$ cat config.mk
export PLATFORM = sky130hd
export DESIGN_NAME = pipeline_ctrl
export DESIGN_NICKNAME = d
export VERILOG_FILES = /design/src/rtl/pipeline_ctrl.sv
export SDC_FILE = /design/constraint.sdc
export NUM_CORES = 1
export LEC_CHECK = 0
export ABC_CLOCK_PERIOD_IN_PS = 1850
export CAP_MARGIN = 25
export CORE_MARGIN = 2
export CORE_UTILIZATION = 44
export DETAILED_ROUTE_END_ITERATION = 8
export GPL_ROUTABILITY_DRIVEN = 0
export PLACE_DENSITY = 0.76
export SLEW_MARGIN = 5
export SYNTH_ARGS = -nofsm -noshare
export SYNTH_HDL_FRONTEND = slang
export SYNTH_SLANG_ARGS = --single-unit
$ cat constraint.sdc
create_clock -name i_clk -period 1.85 [get_ports i_clk]
set_clock_uncertainty 0.05 [all_clocks]
set_input_delay 0.185 -clock i_clk [delete_from_list [all_inputs] [get_ports i_clk]]
set_output_delay 0.185 -clock i_clk [all_outputs]
set_load 0.01 [all_outputs]
$ cat src/rtl/pipeline_ctrl.sv
// pipeline_ctrl: pipeline sequencing for the 5-stage MIPS core.
// It handles load-use stalls, branch flushes, HALT draining, run/step modes and cycle/stall counters.
module pipeline_ctrl #(
    parameter int REGW      = 5,
    parameter int CNTW      = 32,
    parameter int DRAIN_CYC = 3
) (
    input  logic            i_clk,
    input  logic            i_rst,
    input  logic            i_run,
    input  logic            i_step,
    input  logic [REGW-1:0] i_id_rs,
    input  logic [REGW-1:0] i_id_rt,
    input  logic [REGW-1:0] i_ex_rt,
    input  logic            i_ex_memread,
    input  logic            i_branch_taken,
    input  logic            i_id_halt,
    output logic            o_pipe_en,
    output logic            o_pc_write,
    output logic            o_ifid_write,
    output logic            o_ifid_flush,
    output logic            o_idex_bubble,
    output logic            o_halted,
    output logic [CNTW-1:0] o_cycle_cnt,
    output logic [CNTW-1:0] o_stall_cnt
);
    localparam int DW = $clog2(DRAIN_CYC + 1);

    typedef enum logic [2:0] {IDLE, RUN, STEP, DRAIN, HALTED} state_t;

    state_t          state_q, state_d;
    logic [DW-1:0]   drain_q, drain_d;
    logic [CNTW-1:0] cycle_q, stall_q;
    logic            active, load_use;

    assign active   = (state_q == RUN) || (state_q == STEP);
    assign load_use = i_ex_memread && (i_ex_rt != '0) &&
                      ((i_ex_rt == i_id_rs) || (i_ex_rt == i_id_rt));

    always_comb begin
        state_d       = state_q;
        drain_d       = drain_q;
        o_pipe_en     = 1'b0;
        o_pc_write    = 1'b0;
        o_ifid_write  = 1'b0;
        o_ifid_flush  = 1'b0;
        o_idex_bubble = 1'b0;
        o_halted      = 1'b0;
        unique case (state_q)
            IDLE: state_d = i_run ? RUN : i_step ? STEP : IDLE;
            RUN, STEP: begin
                o_pipe_en = 1'b1;
                state_d   = (state_q == STEP) ? IDLE : RUN;
                // Stall outranks branch and halt: the dependent instruction must hold in ID.
                if (load_use) begin
                    o_idex_bubble = 1'b1;
                end else if (i_branch_taken) begin
                    o_pc_write   = 1'b1;
                    o_ifid_write = 1'b1;
                    o_ifid_flush = 1'b1;
                end else if (i_id_halt) begin
                    o_ifid_flush = 1'b1;
                    state_d      = DRAIN;
                    drain_d      = DW'(DRAIN_CYC - 1);
                end else begin
                    o_pc_write   = 1'b1;
                    o_ifid_write = 1'b1;
                end
            end
            DRAIN: begin
                o_pipe_en     = 1'b1;
                o_ifid_flush  = 1'b1;
                o_idex_bubble = 1'b1;
                state_d       = (drain_q == '0) ? HALTED : DRAIN;
                drain_d       = (drain_q == '0) ? drain_q : drain_q - 1'b1;
            end
            HALTED: o_halted = 1'b1;
            default: state_d = IDLE;
        endcase
    end

    always_ff @(posedge i_clk) begin
        if (!i_rst) begin
            state_q <= IDLE;
            drain_q <= '0;
            cycle_q <= '0;
            stall_q <= '0;
        end else begin
            state_q <= state_d;
            drain_q <= drain_d;
            if (o_pipe_en && !(&cycle_q))
                cycle_q <= cycle_q + 1'b1;
            if (active && load_use && !(&stall_q))
                stall_q <= stall_q + 1'b1;
        end
    end

    assign o_cycle_cnt = cycle_q;
    assign o_stall_cnt = stall_q;
endmodule

-- Yosys cells after proc, flatten, opt, wreduce, memory -nomap -nowiden
Cells that the tools add are included.
- equality and inequality tests: 10
- reduce and logical (&&, ||, !) cells: 18
- $add $sub $neg: 3
- mux-type cells: 25
- operator list (cell ; number):
    $add 32x1->32 const B ; 2
    $reduce_and 32->1 ; 2
    $mux 2 ; 9
    $pmux 3 s4 ; 1
    $mux 1 ; 11
    $eq 5x5->1 ; 2
    $ne 2x2->1 const B ; 4
    $eq 3x2->1 const B ; 2
    $logic_and 1x1->1 ; 5
    $reduce_and 5->1 ; 1
    $reduce_bool 5->1 ; 1
    $pmux 1 s2 ; 2
    $pmux 2 s2 ; 1
    $eq 3x1->1 const B ; 1
    $eq 3x3->1 const B ; 1
    $logic_not 3->1 ; 1
    $mux 3 ; 1
    $reduce_or 3->1 ; 1
    $logic_not 1->1 ; 2
    $logic_not 2->1 ; 1
    $logic_or 1x1->1 ; 2
    $reduce_bool 2->1 ; 1
    $reduce_or 2->1 ; 1
    $sub 2x1->2 const B ; 1
- register bits after elaboration: 69
- output and inout port bits: 70
- logic and storage cells: 60

-- Depth between registers and ports, before layout
- depth in word-level cells: 6
- mapped depth: 8

-- Worst setup path after synthesis
Ideal clock, no wire load.
- path type: register to register
- start: register stall_q[14] (netlist: o_stall_cnt[14])
- end: register stall_q[31] (netlist: o_stall_cnt[31])
- period minus slack after synthesis: 2.128 ns
- stages on the path, launching flop included: 7
- data required time: 1.685 ns
- data arrival time: 1.963 ns
- slack: -0.278 ns
- path through: dfxtp_1 > nand4_1 > nor4_4 > nand2_1 > or4b_1 > o21a_1 > o21a_1
- word-level cells in the longest chain between the ends: 3
- ends and longest elaborated chain (item ; line ; text):
    from (decl) ; 33 ; logic [CNTW-1:0] cycle_q, stall_q;
    from (signal assigned) ; 94 ; stall_q <= stall_q + 1'b1;
    parallel branches: the longest is 3 deep, another holds $add 32x1->32 ; n/a ;
Parallel ways; which one is timed is not known.
A chain may end at the register's enable or synchronous reset.

-- Final worst setup path
- start: register stall_q[17] (netlist: o_stall_cnt[17])
- end: register stall_q[28] (netlist: o_stall_cnt[28])
The elaborated chain is that of the path after synthesis.

==> run metrics <==
Net Count, Synth=approximately 450; CTS Buf Count=9; failing checks=setup timing; IO buf count=91; final setup margin=-0.240 ns; max-slew violations=0; final period utilization=1.13; wire per inst=18.9 um; largest net degree at the start of global routing=42; cts hold-fix bufs=0; Crit Path Category=reg2reg; Clock Sinks=69; Power Density=509 nW/um2; multi-input logic area=2560 um2; largest cells by area after synthesis=dfxtp_1 39%, xor2_1 5.2%, nand2_1 4.7%; first-pass GRT wire length=18.6 mm; Synth Area per Inst=8.31 um2; Final min period=2.09 ns; Final Non-Filler Cells=754; Final Hold Vio Count=0; post-placement cell count=701; root buffer cell=clkbuf_8; Hold Crit Depth=3; leak pwr=around 2.4 nW; number of cell rows=32; Max Cap Violations=0; grt total ovfl=0; Total Routing Usage GR=0.263; status=complete, but fails checks; Setup crit end kind=flop; VDD IR max=about 0.00075 V; Post-synth EDFFs=0; initial antenna violation count=0; max_slew headroom=0.677; Core ar.=7770 um2; first-pass detailed-route iteration total=8; DR iter-0 viols=360; CTS clk-pin slew, worst paths=0.07 ns; Synth top cells by count=69 x dfxtp_1, 44 x nand2_1, 43 x nor2_1, 29 x nand3_1, 28 x a21oi_1; Vert. Die Dim=93.8 um; remaining routing DRC violations=0; proportion of layout cells with a drive suffix above 1=0.417; critical-path maximum fanout=10; hold wc startpoint=i_step; top-count cell post-synth=dfxtp_1; sequential share of the synthesized area=0.389; DR vias/cell=about 5.9; ant diodes=0; Area growth syn-to-layout=78.4%; via count=approximately 4.4k; post-synthesis async set-or-reset flop share=0; RSZ-0062 raised after global routing=true; CP cell instances=nand4_1 > nor4_4 > nand2_1 > buf_4 > or4_1 > a21oi_1; Worst path slowest cell=or4_1; area leader, netlist=dfxtp_1; HP Class=in2reg; CTS tree=built; vias in the first global route=between 3k and 4k; Primary FF master, synth=dfxtp_1; FMAX=478 MHz; Die ar.=8800 um2; max incr delay on CP=0.54 ns; crit path from=o_stall_cnt[17]; fill count=about 440; R2R depth=6; register area=1440 um2; Post-Synthesis Cells=427; setup violators final=44; Final HPWL DP=between 7 and 8 mm; Initial Util=0.457; H-Tree Depth=3; final WL=14.3 mm; Skew-Pair Late Insertion Delay=0.35 ns; Mapped Area=3550 um2; Synth top area share=0.389; Synth Register Bits=69; antenna-violating nets left=0; Worst Max-Slew Pin Slew=0.481 ns; Worst Path Arrival=2.31 ns; Req. time, crit path=2.07 ns; width of the die=93.8 um; CP startpoint kind=flop; Max Root-Sink Buffers=2; Distinct cells, synth=51; Post-Route Setup TNS=-3.80 ns; nets=672; # IOs=92; reg2reg start=o_stall_cnt[17]; YS warnings=0
[worst max-delay path, delay by kind of cell, from the launching register on]
| family | cells | cell delay, ns |
|---|---|---|
| AOI/OAI and AO/OA | 1 | 0.19 |
| buffers and inverters | 1 | 0.21 |
| DFF | 1 | 0.33 |
| and+or+nand+nor | 4 | 1.23 |
[worst paths after layout]
kind / slack [ns] / endpoint
max: -0.24 / o_stall_cnt[28]
min: 0.38 / state_q[1]
max reg2reg: -0.24 / o_stall_cnt[28]
min reg2reg: 0.41 / drain_q[1]
[area by class of cell]
cell class                 count  share of cell area
clock buffer                   9              0.0196
multi-input combinational    338               0.404
sequential                    69               0.228
clock inverter                 7              0.0142
tap                          102              0.0202
timing repair buffer         224               0.310
inverter                       5             0.00297
[logic make-up (layout without fill, tap and decap cells)]
logic type	count (synthesis)	after routing	share of synthesized area
AND/OR/NAND/NOR	216	217	0.337
AO/OA/AOI/OAI	71	71	0.119
flip-flops	69	69	0.389
XOR/XNOR	39	39	0.0963
buffers and inverters	21	245	0.0254
multiplexers	8	8	0.0226
adder cells (fa/ha/maj)	3	3	0.0106
[registers in the layout, summed over array words and instances, names as in the netlist]
register	flops
o_cycle_cnt	32
o_stall_cnt	32
state_q	3
drain_q	2
[metrics by stage]
| step | hold slack (ns) | setup WS [ns] | total power, mW | util | area (um2) |
|---|---|---|---|---|---|
| floorplan | 0.289 | -0.0824 | 1.68 | - | 3630 |
| global placement | 0.396 | -0.612 | 1.84 | 0.686 | 5330 |
| detailed placement | 0.406 | -0.642 | 1.85 | 0.686 | 5330 |
| CTS | 0.382 | -0.0960 | 3.17 | 0.740 | 5740 |
| global route | 0.403 | -0.399 | 3.32 | 0.815 | 6330 |
| finish | 0.384 | -0.240 | 3.22 | 0.815 | 6330 |
[metal layers]
metal / vias up / GRT usage / wire, um
met4: 0 / 0.0954 / 677
met3: 75 / 0.0457 / 812
met5: - / 0 / 0
li1: 2005 / - / -
met2: 229 / 0.473 / 7500
met1: 2115 / 0.311 / 5270
[layout by cell type (no fill, tap or decap), types with 9 or more instances in the layout]
master             n
or3_1              9
a21oi_1           19
xor2_1            21
xnor2_1           16
o21ai_1            9
nand3_2            9
nand2b_1           9
nand3_1           17
dfxtp_1           35
nand4_1           21
clkbuf_8           9
nor2_1            38
clkdlybuf4s50_1   76
nand2_1           37
buf_4            114
dfxtp_2           26
buf_6             17
a21oi_2            9
[power by group]
group	switching, mW	leakage [nW]	total, mW	internal (mW)
Clock	0.604	0.105	1.36	0.751
Combinational	0.184	1.70	0.368	0.184
Sequential	0.0104	0.576	1.50	1.49
[what timing repair did]
item,in CTS,in global routing
setup endpoints to repair,50,62
cloned,1,1
pin swaps,17,67
gates resized for setup,56,101
setup buffers,12,23
Power figures use the tool's default switching activity.
